==> config.mk <==
export PLATFORM = sky130hd
export DESIGN_NAME = ascon_ctrl_fsm
export DESIGN_NICKNAME = d
export VERILOG_FILES = /design/src/rtl/ascon_ctrl_fsm.sv
export SDC_FILE = /design/constraint.sdc
export NUM_CORES = 1
export LEC_CHECK = 0
export BUFFER_PORTS_ARGS = -buffer_cell sky130_fd_sc_hd__buf_2
export CAP_MARGIN = 40
export CORE_UTILIZATION = 42
export DETAILED_ROUTE_END_ITERATION = 16
export MAX_ROUTING_LAYER = met4
export PLACE_DENSITY = 0.7
export SLEW_MARGIN = 5
export SYNTH_ARGS = -nofsm -noshare
export SYNTH_HDL_FRONTEND = slang
export SYNTH_SLANG_ARGS = --single-unit
==> constraint.sdc <==
create_clock -name clock -period 3.1 [get_ports clock]
set_input_delay 0.155 -clock clock [delete_from_list [all_inputs] [get_ports clock]]
set_output_delay 0.155 -clock clock [all_outputs]
set_load 0.03 [all_outputs]
==> src/rtl/ascon_ctrl_fsm.sv <==
// Ascon-128 round sequencer: steps the permutation datapath one round per
// cycle through init, AD absorption, PT encryption and finalisation.
module ascon_ctrl_fsm #(
  parameter int unsigned ROUNDS_A = 12,
  parameter int unsigned ROUNDS_B = 6
) (
  input  logic       clock,
  input  logic       reset_n,
  input  logic       i_start,
  input  logic       i_data_valid,
  input  logic       i_data_last,
  output logic       o_data_ready,
  output logic       o_sys_enable,
  output logic       o_mux_select,
  output logic       o_enable_xor_key_begin,
  output logic       o_enable_xor_data_begin,
  output logic       o_enable_xor_key_end,
  output logic       o_enable_xor_lsb_end,
  output logic       o_enable_state_reg,
  output logic       o_enable_cipher_reg,
  output logic       o_enable_tag_reg,
  output logic [3:0] o_round,
  output logic       o_cipher_valid,
  output logic       o_done,
  output logic       o_busy
);

  localparam logic [3:0] RA_START   = 4'(12 - ROUNDS_A);
  localparam logic [3:0] RB_START   = 4'(12 - ROUNDS_B);
  localparam logic [3:0] LAST_ROUND = 4'd11;

  typedef enum logic [2:0] {
    S_IDLE    = 3'd0,
    S_INIT    = 3'd1,
    S_WAIT_AD = 3'd2,
    S_AD      = 3'd3,
    S_WAIT_PT = 3'd4,
    S_PT      = 3'd5,
    S_FINAL   = 3'd6,
    S_DONE    = 3'd7
  } state_e;

  state_e     state_q, state_d;
  logic [3:0] cnt_q, cnt_d;
  logic       last_q, last_d;
  logic       cipher_valid_q;
  logic       done_q;
  logic       start_s;
  logic       last_round_s;

  // Start is masked while reset is asserted so every output is 0 in reset.
  assign start_s      = i_start & reset_n;
  assign last_round_s = (cnt_q == LAST_ROUND);

  // Next-state, counter and control decode from state, counter and handshake.
  always_comb begin
    state_d                 = state_q;
    cnt_d                   = cnt_q;
    last_d                  = last_q;
    o_data_ready            = 1'b0;
    o_sys_enable            = 1'b0;
    o_mux_select            = 1'b0;
    o_enable_xor_key_begin  = 1'b0;
    o_enable_xor_data_begin = 1'b0;
    o_enable_xor_key_end    = 1'b0;
    o_enable_xor_lsb_end    = 1'b0;
    o_enable_state_reg      = 1'b0;
    o_enable_cipher_reg     = 1'b0;
    o_enable_tag_reg        = 1'b0;
    o_round                 = cnt_q;
    o_busy                  = (state_q != S_IDLE);
    case (state_q)
      S_IDLE: begin
        if (start_s) begin
          // The start cycle itself is init round 0, loading the external state.
          o_sys_enable       = 1'b1;
          o_enable_state_reg = 1'b1;
          o_round            = RA_START;
          cnt_d              = RA_START + 4'd1;
          last_d             = 1'b0;
          state_d            = S_INIT;
        end else begin
          cnt_d = 4'd0;
        end
      end
      S_INIT, S_AD, S_PT, S_FINAL: begin
        o_sys_enable       = 1'b1;
        o_mux_select       = 1'b1;
        o_enable_state_reg = 1'b1;
        if (last_round_s) begin
          case (state_q)
            S_INIT: begin
              o_enable_xor_key_end = 1'b1;
              state_d              = S_WAIT_AD;
            end
            S_AD: begin
              // Domain separation after the final AD block.
              o_enable_xor_lsb_end = last_q;
              state_d              = last_q ? S_WAIT_PT : S_WAIT_AD;
            end
            S_PT: begin
              state_d = S_WAIT_PT;
            end
            default: begin
              o_enable_xor_key_end = 1'b1;
              o_enable_tag_reg     = 1'b1;
              cnt_d                = 4'd0;
              state_d              = S_DONE;
            end
          endcase
        end else begin
          cnt_d = cnt_q + 4'd1;
        end
      end
      S_WAIT_AD, S_WAIT_PT: begin
        // Waiting keeps the state register frozen and the round index held.
        o_data_ready = 1'b1;
        o_sys_enable = 1'b1;
        o_mux_select = 1'b1;
        if (i_data_valid) begin
          o_enable_xor_data_begin = 1'b1;
          o_enable_state_reg      = 1'b1;
          if (state_q == S_WAIT_AD) begin
            o_round = RB_START;
            cnt_d   = RB_START + 4'd1;
            last_d  = i_data_last;
            state_d = S_AD;
          end else if (i_data_last) begin
            // Last PT block goes straight into the finalisation permutation.
            o_enable_cipher_reg    = 1'b1;
            o_enable_xor_key_begin = 1'b1;
            o_round                = RA_START;
            cnt_d                  = RA_START + 4'd1;
            state_d                = S_FINAL;
          end else begin
            o_enable_cipher_reg = 1'b1;
            o_round             = RB_START;
            cnt_d               = RB_START + 4'd1;
            state_d             = S_PT;
          end
        end else begin
          cnt_d = cnt_q;
        end
      end
      S_DONE: begin
        cnt_d   = 4'd0;
        state_d = S_IDLE;
      end
      default: begin
        cnt_d   = 4'd0;
        state_d = S_IDLE;
      end
    endcase
  end

  // State, round counter and AD-last flag registers.
  always_ff @(posedge clock or negedge reset_n) begin
    if (!reset_n) begin
      state_q <= S_IDLE;
      cnt_q   <= 4'd0;
      last_q  <= 1'b0;
    end else begin
      state_q <= state_d;
      cnt_q   <= cnt_d;
      last_q  <= last_d;
    end
  end

  // Registered strobes: cipher valid follows a cipher load, done marks DONE.
  always_ff @(posedge clock or negedge reset_n) begin
    if (!reset_n) begin
      cipher_valid_q <= 1'b0;
      done_q         <= 1'b0;
    end else begin
      cipher_valid_q <= o_enable_cipher_reg;
      done_q         <= (state_d == S_DONE);
    end
  end

  assign o_cipher_valid = cipher_valid_q;
  assign o_done         = done_q;

endmodule

==> reports/qor.yml, run 1 <==
cts_tree: "yes"
finalPower_uw: 865
fin_tns_setup_ns: 0
synth_edf_count: 0
diodes: 0
fill_cells: 187
row_count: 15
numPortBuffers: 21
grt_pass1_wl_um: 3200
ant_nets: 0
cp_max_fo: 19
avgSynthCellArea_um2: 8.20
ir_drop_mv: 0.455
powerDensity_nw_per_um2: 920
grt_pass1_vias: 701
rrSetupSlack_ns: 1.24
track_usage: 0.222
clkLatencyLatePin_ns: 0.27
antenna_found_initial: 0
max_stage_delay_ns: 0.72
syn_area_um2: 812
multiInputGateArea_um2: 510
synthArstFlopShare: 1.00
route.detailed.drc: 0
max_cap_violations: 0
cts_buffers: 3
yosysWarningCount: 0
io_pins: 22
vias: 797
setup_viol: 0
clk_path_buf_depth: 2
wl_um: 1990
die_area_um2: 2110
yosysSeqAreaShare: 0.308
fmax_mhz: 430
clkTransAtPathRegs_ns: 0.07
grt_max_degree: 24
dieHeight_um: 46.0
drt_iter0_drc: 11
ctsResizeCount: 0
worst_pin_slew_ns: 0.809
setup.worst_path.end_class: "primary output"
area.sequential_um2: 250
synth_cell_type_count: 40
p_leak_uw: 0.000433
core-area_um2: 1760
slowest_stage: "dfrtp_1"
status: "finished clean"
drv_slew: 0
wl_per_cell_um: 13.9
fin_skew_ns: 0.00837
drive_above_1_share: 0.246
hold_start: "i_data_valid"
die_w_um: 46.0
rsz0062_at_grt: "no"
via_per_inst: 5.57
first_pass_iters: 5
hold_class: "in2reg"
ys_seq_elements: 10
layout_min_cycle_time_ns: 2.33
critPathArrivalTime_ns: 2.17
path_class: "reg2out"
startpoint_type: "flip-flop"
grt-ovfl-total: 0
cts_hold_buf: 1
hpwl_um: 1420
hold_violations: 0
area_growth_pct: 15.9
cts.htree.levels: 1
synth_nets: 105
start_util: 0.460
crit_path_start: "state_q[1]$_DFF_PN0_"
ys.flop_type: "dfrtp_1"
root_buffer: "clkbuf_4"
slew_headroom: 0.461
cts_sinks: 10
cts_setup_buffers: 0
cp.required_ns: 2.94
crit_path_cell_trace: "xor2_1, a2111oi_2, or3b_1, buf_2"
nNetsFinal: 126
gp_routability_congestion: 0.900
min_period_over_period: 0.751
worstReg2RegStart: "state_q[1]$_DFF_PN0_"
syn_inst: 99
==> synth_stat cells (2+ instances only) <==
master / n / share of area
mux2i_1: 2 / 0.025
nand2_1: 11 / 0.051
or3b_1: 2 / 0.022
nor3_1: 7 / 0.043
o21ai_1: 3 / 0.018
inv_1: 2 / 0.0092
o21ai_0: 2 / 0.012
buf_2: 2 / 0.012
nor2_1: 13 / 0.060
a21boi_1: 3 / 0.028
dfrtp_1: 10 / 0.31
o22a_1: 2 / 0.022
and2_1: 2 / 0.015
nand3_1: 2 / 0.012
nor2b_1: 2 / 0.015
a31oi_1: 2 / 0.015
a21oi_1: 7 / 0.043
xor2_1: 2 / 0.022
buf_4: 2 / 0.018
==> through the flow <==
step / cell area (um^2) / instances / setup slack [ns] / hold WS (ns) / util
after floorplan: 812 / 99 / 0.982 / -0.141 / -
after global placement: 908 / 139 / 1.14 / 0.0634 / 0.515
after detailed placement: 908 / 139 / 1.09 / 0.0617 / 0.515
after CTS: 941 / 143 / 0.799 / 0.188 / 0.533
after global routing: 941 / 143 / 0.677 / 0.211 / 0.533
final: 941 / 143 / 0.773 / 0.194 / 0.533
==> worst paths after layout <==
| path | to | depth (start not counted) |
|---|---|---|
| worst max-delay path | o_enable_state_reg | 4 |
| worst min-delay path | o_cipher_valid$_DFF_PN0_ | 3 |
| worst max register to register | cnt_q[1]$_DFFE_PN0P_ | 4 |
| worst min register to register | cnt_q[1]$_DFFE_PN0P_ | 1 |
| max in group asynchronous | cnt_q[1]$_DFFE_PN0P_ | 2 |
| min in group asynchronous | o_done$_DFF_PN0_ | 2 |
==> cells in the final DEF (no fill, tap or decap), drive strengths merged, types with 2 or more instances in the layout <==
cell type	count
a21oi	7
xor2	2
a31oi	2
nor2	13
or3b	2
a2111oi	2
a211oi	2
mux2i	2
nand3	2
o21ai	5
clkbuf	3
o22a	2
nand2	11
nor3	8
a21boi	3
and2	2
buf	21
dfrtp	10
inv	3
nor2b	2
==> flip-flops by register name, summed over array words and instances, names as in the netlist <==
signal / count
o_done: 1
state_q: 3
o_cipher_valid: 1
cnt_q: 4
last_q: 1
==> cell families after synthesis <==
group / share of synthesized area
flops: 0.308
compound gates: 0.259
xor+xnor: 0.0324
fa+ha+maj: 0.0154
buf+inv: 0.0632
simple gates: 0.284
mux: 0.0385
==> layout make-up <==
| class | instances | area share |
|---|---|---|
| Clock buffer | 3 | 0.0239 |
| Multi-Input combinational cell | 80 | 0.543 |
| Tap cell | 25 | 0.0332 |
| Timing Repair Buffer | 22 | 0.122 |
| Inverter | 3 | 0.0120 |
| Sequential cell | 10 | 0.266 |
==> metal layers <==
layer | global-route usage | wire [um]
met5 | - | 0
met3 | 0.0238 | 60
met1 | 0.287 | 949
met2 | 0.338 | 937
met4 | 0.112 | 40
==> critical path, delay by kind of cell (launching register included) <==
| kind | cells | cell delay, ns |
|---|---|---|
| buffers and inverters | 1 | 0.19 |
| xor gates and xnor gates | 1 | 0.21 |
| AOI/OAI and AO/OA | 1 | 0.59 |
| DFF | 1 | 0.72 |
| and+or+nand+nor | 1 | 0.19 |
==> power by group <==
group / leakage [uW] / switching (uW) / total (uW) / internal, uW
logic: 0.000295 / 294 / 487 / 194
clock network: 0.0000138 / 45.4 / 90.2 / 44.8
registers: 0.000124 / 112 / 288 / 176
total: 0.000433 / 451 / 865 / 414
Note: power is estimated with default switching activity, not from simulation.
==> run 2, diff against run 1 <==
--- a/config.mk
+++ b/config.mk
@@ -10,7 +10,7 @@
 export CORE_UTILIZATION = 42
 export DETAILED_ROUTE_END_ITERATION = 16
 export MAX_ROUTING_LAYER = met4
-export PLACE_DENSITY = 0.7
+export PLACE_DENSITY = 0.73
 export SLEW_MARGIN = 5
 export SYNTH_ARGS = -nofsm -noshare
 export SYNTH_HDL_FRONTEND = slang
==> constraint.sdc (replaced) <==
create_clock -name clock -period 2.1 [get_ports clock]
set_input_delay 0.105 -clock clock [delete_from_list [all_inputs] [get_ports clock]]
set_output_delay 0.105 -clock clock [all_outputs]
set_load 0.03 [all_outputs]
==> reports/qor.yml, run 2 (synthesis results as in run 1) <==
slowest_stage: "dfrtp_2"
clkTransAtPathRegs_ns: 0.06
combPwrFrac: 0.612
setup_ws_ns: 0.0814
ir_drop_mv: 0.721
die_area_um2: 2110
mostFrequentLayoutCells: "21 x buf_2, 13 x nor2_1, 11 x nand2_1"
post-place-ws_ns: 0.265
grt_pass1_vias: 680
area_growth_pct: 21.4
critical_path.top_delay_family: "flip-flops"
vias: 810
setup.worst_path.end_class: "primary output"
layout_min_cycle_time_ns: 2.02
largest_reg_flops: 4
wl_um: 1990
cp_max_fo: 12
hpwl_um: 1380
final-instance-count-excl-fill: 147
place_area_um2: 931
status: "finished clean"
fin_area_um2: 986
regMostFlops: "cnt_q"
cts_sinks: 10
gp_routability_congestion: 0.888
track_usage: 0.218
hold_class: "in2reg"
cts.htree.levels: 1
start_util: 0.460
worstSetupEndpoint: "o_enable_state_reg"
power.clock.fraction: 0.103
powerDensity_nw_per_um2: 1330
nNetsFinal: 130
worst_pin_slew_ns: 0.505
net-switching-power_uw: 670
root_buffer: "clkbuf_4"
ant_nets: 0
mostFrequentLayoutCell: "buf_2"
dieHeight_um: 46.0
cts_buffers: 3
wl_per_cell_um: 13.5
setup_viol: 0
via_per_inst: 5.51
core-area_um2: 1760
drt_iter0_drc: 35
critPathArrivalTime_ns: 1.91
startpoint_type: "flip-flop"
path_class: "reg2out"
p_int_uw: 643
fill_cells: 187
slew_headroom: 0.662
row_count: 15
place_inst: 142
crit_cells: 5
drive_above_1_share: 0.287
grt-ovfl-total: 0
crit_path_cell_trace: "a2111oi_4, buf_4, a2111oi_4, or3b_1, buf_2"
antenna_found_initial: 0
reg2regPathDepth: 4
cts_tree: "yes"
crit_path_start: "state_q[1]$_DFF_PN0_"
diodes: 0
rrSetupSlack_ns: 0.45
worstReg2RegStart: "state_q[2]$_DFF_PN0_"
grt_pass1_wl_um: 3210
fin_skew_ns: 0.00516
top_regs: "cnt_q (4), state_q (3)"
rsz0062_at_grt: "no"
max_stage_delay_ns: 0.50
cpMostUsedCell: "a2111oi_4"
route.detailed.drc: 0
hold_violations: 0
cp.required_ns: 2.00
clkLatencyLatePin_ns: 0.27
min_period_over_period: 0.961
finalPower_uw: 1310
drv_slew: 0
p_leak_uw: 0.000452
r2r_end: "cnt_q[1]$_DFFE_PN0P_"
first_pass_iters: 4
fin_tns_setup_ns: 0
max_cap_violations: 0
swShare: 0.510
clk_path_buf_depth: 2
seqPwrFrac: 0.285
fmax_mhz: 495
worst-path-buf-inv: 2
grt_max_degree: 23
die_w_um: 46.0
io_pins: 22
numPortBuffers: 21
-- run 2: changes by cell type in the layout (fill, tap and decap cells not counted), sizes merged --
cell / before / now
buf: 21 / 25
-- run 2: layout make-up --
class                           count  area (um^2)  share of cell area
Sequential cell                    10          253               0.256
Timing Repair Buffer               26          145               0.147
Multi-Input combinational cell     80          523               0.530
Inverter                            3         11.3              0.0114
Clock buffer                        3         22.5              0.0228
Tap cell                           25         31.3              0.0317
-- run 2: what timing repair did --
| item | CTS | global route |
|---|---|---|
| pin swaps | 1 | 1 |
| setup endpoints to repair | 1 | 4 |
| resized for setup | 1 | 2 |
| hold buffers | 1 | 0 |
| endpoints found under the hold margin | 10 | 0 |
| setup buffers | 0 | 1 |
-- run 2: power by group through the flow --
stage / Clock, uW / Sequential [uW] / Combinational (uW)
global route: 147 / 388 / 883
global placement: 0 / 367 / 764
detailed placement: 0 / 372 / 776
finish: 135 / 375 / 804
CTS: 136 / 370 / 780
floorplan: 0 / 321 / 665
-- run 2: metrics by stage --
step                hold WS (ns)  utilization
floorplan                 -0.191            -
global placement         0.00897        0.528
detailed placement        0.0127        0.528
CTS                        0.138        0.547
global route               0.158        0.559
finish                     0.142        0.559
-- run 2: how the worst min path moves through the flow --
stage | start | end | slack (ns) | depth (start not counted)
final | i_data_valid | o_cipher_valid$_DFF_PN0_ | 0.14 | 3
after detailed placement | reset_n | o_done$_DFF_PN0_ | 0.01 | 1
after global placement | reset_n | o_cipher_valid$_DFF_PN0_ | 0.009 | 1
after floorplan | reset_n | cnt_q[0]$_DFFE_PN0P_ | -0.19 | 0
after global routing | i_data_valid | o_cipher_valid$_DFF_PN0_ | 0.16 | 3
after CTS | i_data_valid | o_cipher_valid$_DFF_PN0_ | 0.14 | 3
-- run 2: worst reg2reg max path: stages, from the launching register on --
cell	delay (ns)
dfrtp_2	0.51
xnor2_1	0.19
nor3_1	0.40
a31oi_1	0.09
mux2_1	0.33
-- run 2: per-layer routing --
layer	share of wire	track usage	wire length, um	vias up
li1	-	-	-	407
met1	0.47	0.294	943	378
met2	0.46	0.330	924	23
met3	0.055	0.0595	109	2
met4	0.0070	0.0353	14	0
met5	0	-	0	-
